$ cat src/rtl/fetch_stage.sv
// Instruction-fetch front end: PC register, combinational ROM access, and a
// 2-entry skid FIFO toward decode. Optional FETCH_HALT_ON_ZERO_EN halts on zero words.
module fetch_stage #(
    parameter logic [31:0] RESET_PC = 32'd0,
    parameter logic [31:0] PC_STEP  = 32'd4
) (
    input  logic        clk,
    input  logic        rst,
    output logic [31:0] pc_out,
    input  logic [31:0] instr_in,
    input  logic        redirect_valid,
    input  logic [31:0] redirect_pc,
    input  logic        id_ready,
    output logic        id_valid,
    output logic [31:0] id_pc,
    output logic [31:0] id_instr,
    output logic [31:0] id_pc_plus4,
    output logic        misalign_err,
    output logic        halted
);

    // Handshake: an entry transfers to decode on a rising edge where
    // id_valid & id_ready are both high; id_* stay stable until that edge.
    typedef enum logic [1:0] {
        EMPTY = 2'd0,
        ONE   = 2'd1,
        FULL  = 2'd2
    } occ_t;

    occ_t        state_q, state_d;
    logic [31:0] pc_reg, pc_d;
    logic [31:0] head_pc_q, head_pc_d;
    logic [31:0] head_instr_q, head_instr_d;
    logic [31:0] head_plus4_q, head_plus4_d;
    logic [31:0] tail_pc_q, tail_pc_d;
    logic [31:0] tail_instr_q, tail_instr_d;
    logic        misalign_q, misalign_d;
    logic        halted_q, halted_d;
    logic        pop;
    logic        fetch_slot;
    logic        zero_word;
    logic        push;

    assign pop        = (state_q != EMPTY) & id_ready;
    assign fetch_slot = ((state_q != FULL) | pop) & ~redirect_valid & ~halted_q;
`ifdef FETCH_HALT_ON_ZERO_EN
    assign zero_word  = (instr_in == 32'h0000_0000);
`else
    assign zero_word  = 1'b0;
`endif
    assign push       = fetch_slot & ~zero_word;

    always_comb begin
        state_d      = state_q;
        pc_d         = pc_reg;
        head_pc_d    = head_pc_q;
        head_instr_d = head_instr_q;
        head_plus4_d = head_plus4_q;
        tail_pc_d    = tail_pc_q;
        tail_instr_d = tail_instr_q;
        misalign_d   = misalign_q;
        halted_d     = halted_q;

        if (redirect_valid) begin
            // Flush discards any same-cycle pop or push; head data is left as-is.
            state_d    = EMPTY;
            pc_d       = {redirect_pc[31:2], 2'b00};
            misalign_d = misalign_q | (redirect_pc[1:0] != 2'b00);
            halted_d   = 1'b0;
        end else begin
            if (fetch_slot & zero_word) begin
                halted_d = 1'b1;
            end
            if (push) begin
                pc_d = pc_reg + PC_STEP;
            end
            case (state_q)
                EMPTY: begin
                    if (push) begin
                        head_pc_d    = pc_reg;
                        head_instr_d = instr_in;
                        head_plus4_d = pc_reg + 32'd4;
                        state_d      = ONE;
                    end
                end
                ONE: begin
                    if (push && pop) begin
                        head_pc_d    = pc_reg;
                        head_instr_d = instr_in;
                        head_plus4_d = pc_reg + 32'd4;
                    end else if (push) begin
                        tail_pc_d    = pc_reg;
                        tail_instr_d = instr_in;
                        state_d      = FULL;
                    end else if (pop) begin
                        state_d = EMPTY;
                    end
                end
                FULL: begin
                    if (pop) begin
                        head_pc_d    = tail_pc_q;
                        head_instr_d = tail_instr_q;
                        head_plus4_d = tail_pc_q + 32'd4;
                        if (push) begin
                            tail_pc_d    = pc_reg;
                            tail_instr_d = instr_in;
                        end else begin
                            state_d = ONE;
                        end
                    end
                end
                default: state_d = EMPTY;
            endcase
        end
    end

    always_ff @(posedge clk) begin
        if (rst) begin
            state_q      <= EMPTY;
            pc_reg       <= RESET_PC;
            head_pc_q    <= 32'd0;
            head_instr_q <= 32'd0;
            head_plus4_q <= 32'd0;
            tail_pc_q    <= 32'd0;
            tail_instr_q <= 32'd0;
            misalign_q   <= 1'b0;
            halted_q     <= 1'b0;
        end else begin
            state_q      <= state_d;
            pc_reg       <= pc_d;
            head_pc_q    <= head_pc_d;
            head_instr_q <= head_instr_d;
            head_plus4_q <= head_plus4_d;
            tail_pc_q    <= tail_pc_d;
            tail_instr_q <= tail_instr_d;
            misalign_q   <= misalign_d;
            halted_q     <= halted_d;
        end
    end

    assign pc_out       = pc_reg;
    assign id_valid     = (state_q != EMPTY);
    assign id_pc        = head_pc_q;
    assign id_instr     = head_instr_q;
    assign id_pc_plus4  = head_plus4_q;
    assign misalign_err = misalign_q;
`ifdef FETCH_HALT_ON_ZERO_EN
    assign halted       = halted_q;
`else
    assign halted       = 1'b0;
`endif

endmodule

$ cat config.mk
export PLATFORM = sky130hd
export DESIGN_NAME = fetch_stage
export DESIGN_NICKNAME = d
export VERILOG_FILES = /design/src/rtl/fetch_stage.sv
export SDC_FILE = /design/constraint.sdc
export NUM_CORES = 1
export LEC_CHECK = 0
export ABC_AREA = 0
export CAP_MARGIN = 20
export CORE_AREA = 2 2 138 140
export DETAILED_ROUTE_END_ITERATION = 7
export DIE_AREA = 0 0 140 142
export HOLD_SLACK_MARGIN = 0.08
export PLACE_DENSITY = 0.85
export SKIP_LAST_GASP = 1
export SYNTH_ARGS = -nofsm -noshare
export SYNTH_HDL_FRONTEND = slang
export SYNTH_SLANG_ARGS = --single-unit
$ cat constraint.sdc
create_clock -name clk -period 2.61 [get_ports clk]
set_clock_uncertainty 0.05 [all_clocks]
set_input_delay 0.6525 -clock clk [delete_from_list [all_inputs] [get_ports clk]]
set_output_delay 0.6525 -clock clk [all_outputs]
set_load 0.02 [all_outputs]
==> results of run 1 <==
[Yosys cell counts, drive strengths merged (12+ instances only)]
master,number,area share (%)
a211oi,18,1.5
dfxtp,187,41
xor2,19,1.8
a21oi,84,4.6
nor3,54,2.9
xnor2,25,2.4
nand2,306,12
a311oi,64,6.1
buf,36,2.4
nor2,100,4.1
clkbuf,103,4.2
nand3,28,1.5
o31a,13,1.2
nor4,31,2.3
o21a,12,0.98
inv,12,0.49
nand4,23,1.7
o21ai,13,0.71
[layout make-up]
class	instances	area, sq um	share of cell area (%)
sequential	187	3740	31.2
clock inverter	15	154	1.28
clock buffer	17	425	3.55
multi-input combinational	887	4870	40.6
inverter	12	45.0	0.376
timing repair buffer	252	2450	20.5
tap	234	293	2.44
[through the flow]
step | cell area (sq um) | setup TNS [ns] | power [mW] | setup slack, ns
2_1_floorplan | 9220 | 0 | 3.78 | 0.306
3_3_place_gp | 11400 | 0 | 4.29 | 0.0948
3_5_place_dp | 11400 | -0.0531 | 4.31 | -0.0531
4_1_cts | 12000 | 0 | 6.84 | 0.0401
5_1_grt | 12000 | 0 | 7.06 | 0.0275
6_report | 12000 | 0 | 6.81 | 0.0761
[worst max-delay path, cell delays in order, from the launching register on]
cell and delay (ns):
dfxtp_1 0.52, nor2_1 0.17, inv_1 0.11, clkdlybuf4s50_1 0.60
[worst paths after layout]
check                           to  slack [ns]  cells past startpoint
setup / recovery          id_valid        0.08                      3
hold / removal    tail_instr_q[18]        0.41                      2
setup reg to reg   id_pc_plus4[24]        0.17                      6
hold reg to reg   tail_instr_q[18]        0.41                      2
[power groups by stage]
| stage | clock network [mW] | registers [mW] | logic (mW) |
|---|---|---|---|
| 2_1_floorplan | 0 | 3.31 | 0.470 |
| 3_3_place_gp | 0 | 3.19 | 1.10 |
| 3_5_place_dp | 0 | 3.20 | 1.12 |
| 4_1_cts | 2.58 | 3.13 | 1.13 |
| 5_1_grt | 2.70 | 3.15 | 1.21 |
| 6_report | 2.55 | 3.13 | 1.13 |
[metal layers]
layer	GRT usage [%]	up-vias	part of all wire, %
met2	42.1	518	45
met5	0	-	0
met3	5.75	68	9.9
met1	36.3	4391	42
li1	-	4542	-
met4	10.4	0	2.7
[cells by family (layout without fill, tap and decap cells)]
family	count (synthesis)	count (layout)	share of synthesized area, %
and+or+nand+nor	581	581	28.2
buffers and inverters	151	296	7.10
other	1	7	0.0408
xor gates and xnor gates	44	44	4.19
adders and majority gates	2	2	0.272
muxes	5	5	0.558
AOI/OAI and AO/OA	248	248	19.0
DFF	187	187	40.7
[state kept, by name (all words and copies together), names as in the netlist]
signal        flops
id_pc            30
tail_pc_q        30
id_pc_plus4      30
misalign_err      1
pc_out           30
state_q           2
tail_instr_q     32
id_instr         32
==> qor.csv, run 1 <==
metric,value,unit
die_x,140,um
hold_class,reg -> reg,
postCtsHoldBufs,0,
htree_levels,4,
total_leakage_power,4.14,nW
insertedDiodeCount,0,
crit_arrival,1.83,ns
fillers,1512,
cts_inserted_buffers,17,
rows,50,
outcome,"complete, but fails checks",
drtAntennaViolNets,0,
synthFlopType,dfxtp_1,
final_layout_size_suffix_gt1_share,8.18,%
ir_drop,0.458,mV
area_delta_synth_final,30.3,%
clkPwrFrac,37.4,%
syn_area_per_cell,7.55,sq um
cellInternalPower,4.80,mW
drtIter0Drc,1042,
antenna_found_initial,0,
synth-edff-count,0,
switching_share,29.5,%
drt-vias-per-instance,5.93,
hpwl,18600,um
violations,design-rule violations,
first_pass_iters,8,
fmax,395,MHz
clock_path_buffers,2,
ys_seq_elements,187,
worstSetupPathType,reg -> out,
io_buffers,191,
cts_resized,0,
period_needed,2.53,ns
numClockSinks,187,
overflow,0,
ios,199,
slew_headroom,51.4,%
clkSlewWorstSetupHoldPaths,0.08,ns
vias,9519,
tritoncts,built,
slew_viol_final,0,
worstHoldStart,tail_instr_q[18],
cap_violations,0,
cp-startpoint,state_q[1],
grt_pass1_vias,8739,
drc_errors,15,
pwr-share-seq,46.0,%
fp.dieArea,0.0199,sq mm
grtUsageTotal,26.8,%
grt_max_degree,71,
rsz0062_at_grt,no,
finalSetupViolCount,0,
synth_cell_type_count,61,
synthCells,1219,
place_congestion,0.940,
utilization,64.9,%
initial_core_util,49.9,%
die_h,142,um
pwr-share-comb,16.6,%
final_common_cell,nand2_1,
layout.cells.most_common_list,"nand2_1, clkdlybuf4s50_1, dfxtp_1, nor2_1, a21oi_1",
netlist_area,0.00920,sq mm
worstReg2RegStart,pc_out[3],
clkLatencyLatePin,0.44,ns
crit_fanout,10,
cellPowerDensity,568,mW/mm^2
cts_setup_buffers,0,
nNetsFinal,1427,
final_cells,1604,
yosysWarnings,0,
ys_seq_area_share,40.7,%
cp-end-kind,output pin,
async_flop_share,0,%
grt_pass1_wl,43500,um
coreArea,0.0185,sq mm
switching_power,2.01,mW
dpl.cell_count,1572,
clockRootBuffer,clkbuf_16,
worstMarginPinSlew,0.728,ns
cp-start-kind,flop,
fin_crit_sh,97.1,%
post_drt_wl_per_cell,17.0,um
finalHoldViolCount,0,
wirelength,27300,um
crit_required,1.91,ns
fin_hold_ws,0.407,ns
No activity file was read; power rests on OpenSTA's default activity.
==> run 2: changes to the inputs <==
--- a/config.mk
+++ b/config.mk
@@ -7,11 +7,13 @@
 export LEC_CHECK = 0
 export ABC_AREA = 0
 export CAP_MARGIN = 20
-export CORE_AREA = 2 2 138 140
+export CORE_AREA = 2 2 97 192
+export CTS_BUF_LIST = sky130_fd_sc_hd__clkbuf_4
 export DETAILED_ROUTE_END_ITERATION = 7
-export DIE_AREA = 0 0 140 142
+export DIE_AREA = 0 0 99 194
 export HOLD_SLACK_MARGIN = 0.08
-export PLACE_DENSITY = 0.85
+export MAX_ROUTING_LAYER = met4
+export PLACE_DENSITY = 0.87
 export SKIP_LAST_GASP = 1
 export SYNTH_ARGS = -nofsm -noshare
 export SYNTH_HDL_FRONTEND = slang
==> run 2 against run 1 <==
  * The flow now finishes without violations
  * Register-to-register slack better by 0.05 ns
  * Final area is 2.4% lower
  * Clock power is 37% lower
  * Critical path type unchanged
  * Largest cell class unchanged
  * Largest power group unchanged
  * Highest routed layer unchanged
==> qor.csv, run 2 (synthesis results as in run 1) <==
metric,value,unit
total_leakage_power,4.03,nW
clkLatencyLatePin,0.59,ns
cts_setup_buffers,0,
area_delta_synth_final,27.2,%
layout.cells.most_common_list,"nand2_1, clkdlybuf4s50_1, dfxtp_1, nor2_1, a21oi_1",
io_buffers,191,
first_pass_iters,5,
crit_required,1.91,ns
grt_max_degree,139,
coreArea,0.0177,sq mm
die_x,99,um
overflow,0,
hold_class,in -> reg,
crit_fanout,9,
fin_crit_sh,97.8,%
clock_path_buffers,2,
antenna_found_initial,1,
worstMarginPinSlew,0.667,ns
final_common_cell,nand2_1,
power,5.91,mW
crit_arrival,1.85,ns
cellPowerDensity,505,mW/mm^2
postCtsHoldBufs,0,
place_ws,0.0620,ns
clkSlewWorstSetupHoldPaths,0.19,ns
drtIter0Drc,774,
htree_levels,4,
nNetsFinal,1431,
wirelength_met1,10100,um
rows,69,
cp-start-kind,flop,
cp-end-kind,output pin,
finalHoldViolCount,0,
finalSetupViolCount,0,
rsz0062_at_grt,yes,
cap_violations,0,
ios,199,
slew_headroom,55.1,%
fmax,392,MHz
clockRootBuffer,clkbuf_4,
dr_wl_met3,1610,um
fp.dieArea,0.0192,sq mm
initial_core_util,52.0,%
slew_viol_final,0,
wirelength,29600,um
post_drt_wl_per_cell,18.6,um
top_layer_used,met4,
outcome,completed,
setup_slack,0.0568,ns
cts_inserted_buffers,17,
tritoncts,built,
place_congestion,0.971,
drtAntennaViolNets,0,
vias,9626,
drt-vias-per-instance,6.06,
fillers,1433,
die_h,194,um
grt_pass1_vias,9315,
grt_pass1_wl,46700,um
wl_met2,15100,um
numClockSinks,187,
final_layout_size_suffix_gt1_share,8.88,%
drc_errors,0,
tns,0,ns
utilization,66.1,%
worstSetupPathType,reg -> out,
grtUsageTotal,31.0,%
ir_drop,0.312,mV
hpwl,21000,um
period_needed,2.55,ns
## run 2: cell types whose count changed in the layout (fill, tap and decap cells not counted), moves of 2 or more
cell       delta
dfxtp_1       -6
clkbuf_16    -17
dfxtp_2       +6
inv_6         -4
clkbuf_4     +18
buf_4         +4
inv_8         +2
## run 2: cell type report
type                       instances  area (sq um)  area share (%)
clock inverter                    14           149            1.27
multi-input combinational        887          4860            41.6
inverter                          12          45.0           0.385
timing repair buffer             256          2480            21.2
sequential                       187          3750            32.1
clock buffer                      18           135            1.15
antenna                            1          2.50          0.0214
tap                              213           267            2.28
## run 2: stage by stage
stage                     cells  area [sq um]  hold slack [ns]
after floorplan            1225          9220            0.387
after global placement     1555         11400            0.392
after detailed placement   1555         11400            0.397
after CTS                  1587         11700            0.371
after global routing       1588         11700            0.391
final                      1588         11700            0.399
## run 2: worst max-delay path, cell delays in order (launching register included)
cell and delay [ns]:
dfxtp_2 0.49, nor2_2 0.09, inv_1 0.08, clkdlybuf4s50_1 0.61
## run 2: final timing paths
| kind | from | to | slack (ns) | depth (start not counted) |
|---|---|---|---|---|
| setup reg to reg | pc_out[2] | id_pc_plus4[24] | 0.22 | 6 |
| hold / removal | rst | tail_pc_q[21] | 0.40 | 2 |
| setup / recovery | state_q[0] | id_valid | 0.06 | 3 |
| hold reg to reg | tail_instr_q[22] | tail_instr_q[22] | 0.42 | 2 |
## run 2: where the power goes
part / internal [mW] / total (mW) / switching [mW]
logic: 0.527 / 1.17 / 0.639
clock network: 0.449 / 1.60 / 1.15
registers: 3.01 / 3.14 / 0.131
total: 3.99 / 5.91 / 1.92
## run 2: timing repair
item / 4_1_cts / 5_1_grt
setup endpoints to repair: 3 / 4
resized for setup: 3 / 5
endpoints found under the hold margin: 0 / 0
pin swaps: 0 / 0
## run 2: routing by layer
layer,track usage (%),vias up
li1,-,4548
met1,32.0,4467
met2,51.8,448
met3,4.04,163
met4,24.8,0
met5,-,-
==> run 3: changes to the inputs <==
--- a/config.mk
+++ b/config.mk
@@ -11,9 +11,11 @@
 export CTS_BUF_LIST = sky130_fd_sc_hd__clkbuf_4
 export DETAILED_ROUTE_END_ITERATION = 7
 export DIE_AREA = 0 0 99 194
+export GPL_TIMING_DRIVEN = 0
 export HOLD_SLACK_MARGIN = 0.08
 export MAX_ROUTING_LAYER = met4
 export PLACE_DENSITY = 0.87
+export SETUP_SLACK_MARGIN = 0.15
 export SKIP_LAST_GASP = 1
 export SYNTH_ARGS = -nofsm -noshare
 export SYNTH_HDL_FRONTEND = slang
==> run 3 against run 2 <==
  * Power rose by 2.9%
  * Worst hold slack improved by 0.014 ns
  * Global-route usage rose by 3.3 points
  * Critical endpoint is now id_pc_plus4[31]
  * Clock power rose by 9%
  * Clock-buffer cell count fell by 1
  * Via count rose by 4.9%
  * Combinational power rose by 3%
  * Sequential share of layout area fell by 0.59 points
  * Highest routed layer unchanged
  * Die area did not move
  * Largest cell class unchanged
==> qor.csv, run 3 (synthesis results as in run 1) <==
metric,value,unit
max_stage_delay,0.63,ns
final_common_cell,nand2_1,
first_pass_iters,5,
rsz0062_at_grt,yes,
crit_family,buffers and inverters,
hold_class,reg -> reg,
area_delta_synth_final,29.7,%
worstHoldStart,misalign_err,
io_buffers,189,
final_layout_size_suffix_gt1_share,9.28,%
path_buf_inv,4,
period_needed,2.45,ns
grtUsageTotal,34.3,%
slew_headroom,50.8,%
initial_core_util,52.0,%
postCtsHoldBufs,0,
power,6.08,mW
clkLatencyLatePin,0.63,ns
finalHoldViolCount,0,
finalSetupViolCount,0,
die_h,194,um
crit_fanout,10,
drc_errors,0,
fp.dieArea,0.0192,sq mm
cts_inserted_buffers,17,
htree_levels,4,
coreArea,0.0177,sq mm
crit_arrival,2.96,ns
drt-vias-per-instance,6.05,
fin_crit_sh,94.0,%
regToRegSetupSlack,0.22,ns
numClockSinks,187,
tritoncts,built,
cp_cell_sequence,clkdlybuf4s50_1 -> a21boi_0 -> o21a_1 -> clkbuf_2 -> buf_4 -> clkbuf_4 -> o211ai_1 -> a31oi_1,
min_path_cells,2,
cp_slowest_cell,clkdlybuf4s50_1,
worstReg2RegStart,pc_out[15],
outcome,completed,
drtIter0Drc,792,
min_to,misalign_err,
grt_pass1_vias,9664,
ios,199,
clock_path_buffers,2,
total_leakage_power,4.14,nW
die_x,99,um
rows,69,
cellPowerDensity,509,mW/mm^2
grt_pass1_wl,50400,um
wirelength,33200,um
hpwl,24800,um
drtAntennaViolNets,0,
place_congestion,0.964,
reg2reg_depth,8,
layout.cells.most_common_list,"nand2_1, clkdlybuf4s50_1, dfxtp_1, nor2_1, a21oi_1",
crit_required,3.12,ns
nNetsFinal,1511,
worstSetupPathType,in -> reg,
fmax,408,MHz
overflow,0,
ir_drop,0.440,mV
vias,10100,
slew_viol_final,0,
cap_violations,0,
grt_max_degree,19,
clockRootBuffer,clkbuf_4,
antenna_found_initial,1,
r2r_end,id_pc_plus4[22],
cp-end-kind,flop,
worstMarginPinSlew,0.731,ns
cp-start-kind,primary input,
post_drt_wl_per_cell,19.9,um
utilization,67.5,%
cp-startpoint,id_ready,
clkSlewWorstSetupHoldPaths,0.16,ns
## run 3: cell count changes in the layout (fill, tap and decap cells not counted), moves of 4 or more
| cell | change |
|---|---|
| clkbuf_2 | +24 |
| nor4_1 | -7 |
| buf_4 | -38 |
| clkdlybuf4s50_1 | -5 |
| clkbuf_1 | +75 |
| dfxtp_2 | -4 |
| buf_2 | +17 |
| buf_12 | -7 |
| clkbuf_4 | +4 |
| nor4_2 | +5 |
## run 3: worst max path at each step
stage | end | slack, ns | depth (start not counted)
after floorplan | pc_out[26] | 0.31 | 7
after global placement | id_pc_plus4[10] | -1.16 | 8
after detailed placement | id_pc_plus4[10] | -1.22 | 8
after CTS | id_pc[9] | 0.15 | 7
after global routing | id_pc_plus4[26] | 0.10 | 7
final | id_pc_plus4[31] | 0.16 | 8
## run 3: through the flow
| step | worst slack (ns) | area [sq um] | std cells | hold slack, ns | setup TNS [ns] |
|---|---|---|---|---|---|
| floorplan | 0.306 | 9220 | 1225 | 0.387 | 0 |
| global placement | -1.16 | 11400 | 1627 | 0.385 | -99.61 |
| detailed placement | -1.22 | 11400 | 1627 | 0.397 | -108.70 |
| CTS | 0.148 | 11700 | 1659 | 0.416 | 0 |
| global route | 0.105 | 11900 | 1668 | 0.431 | 0 |
| finish | 0.156 | 11900 | 1668 | 0.413 | 0 |
## run 3: what timing repair did
action	in CTS	in global routing
pin swaps	0	6
hold endpoints to repair	0	0
gates cloned	0	0
resized for setup	27	63
setup endpoints to repair	175	150
setup buffers	0	8
## run 3: power by group
group	total, mW	internal (mW)	switching [mW]
registers	3.12	3.01	0.112
logic	1.21	0.516	0.696
clock network	1.75	0.605	1.15
## run 3: cell type report
cell class / count / area [sq um]
fill: 1482 / 5760
multi-input combinational: 887 / 4950
sequential: 187 / 3760
timing repair buffer: 197 / 1950
buffer: 139 / 656
tap: 213 / 267
clock inverter: 15 / 180
clock buffer: 17 / 128
inverter: 12 / 45.0
antenna: 1 / 2.50
## run 3: per-layer routing
layer,vias to the layer above,wire (um),track usage [%]
li1,4704,-,-
met1,4721,11300,34.0
met2,497,16900,58.2
met3,174,1910,4.97
met4,0,3060,28.0
met5,-,0,-
## run 3: worst register-to-register path, stage by stage, from the launching register on
cell	delay [ns]
dfxtp_1	0.41
buf_2	0.26
nand4_1	0.12
buf_4	0.17
or2_2	0.33
clkbuf_2	0.23
o31a_1	0.33
nor3_2	0.30
o31ai_1	0.11
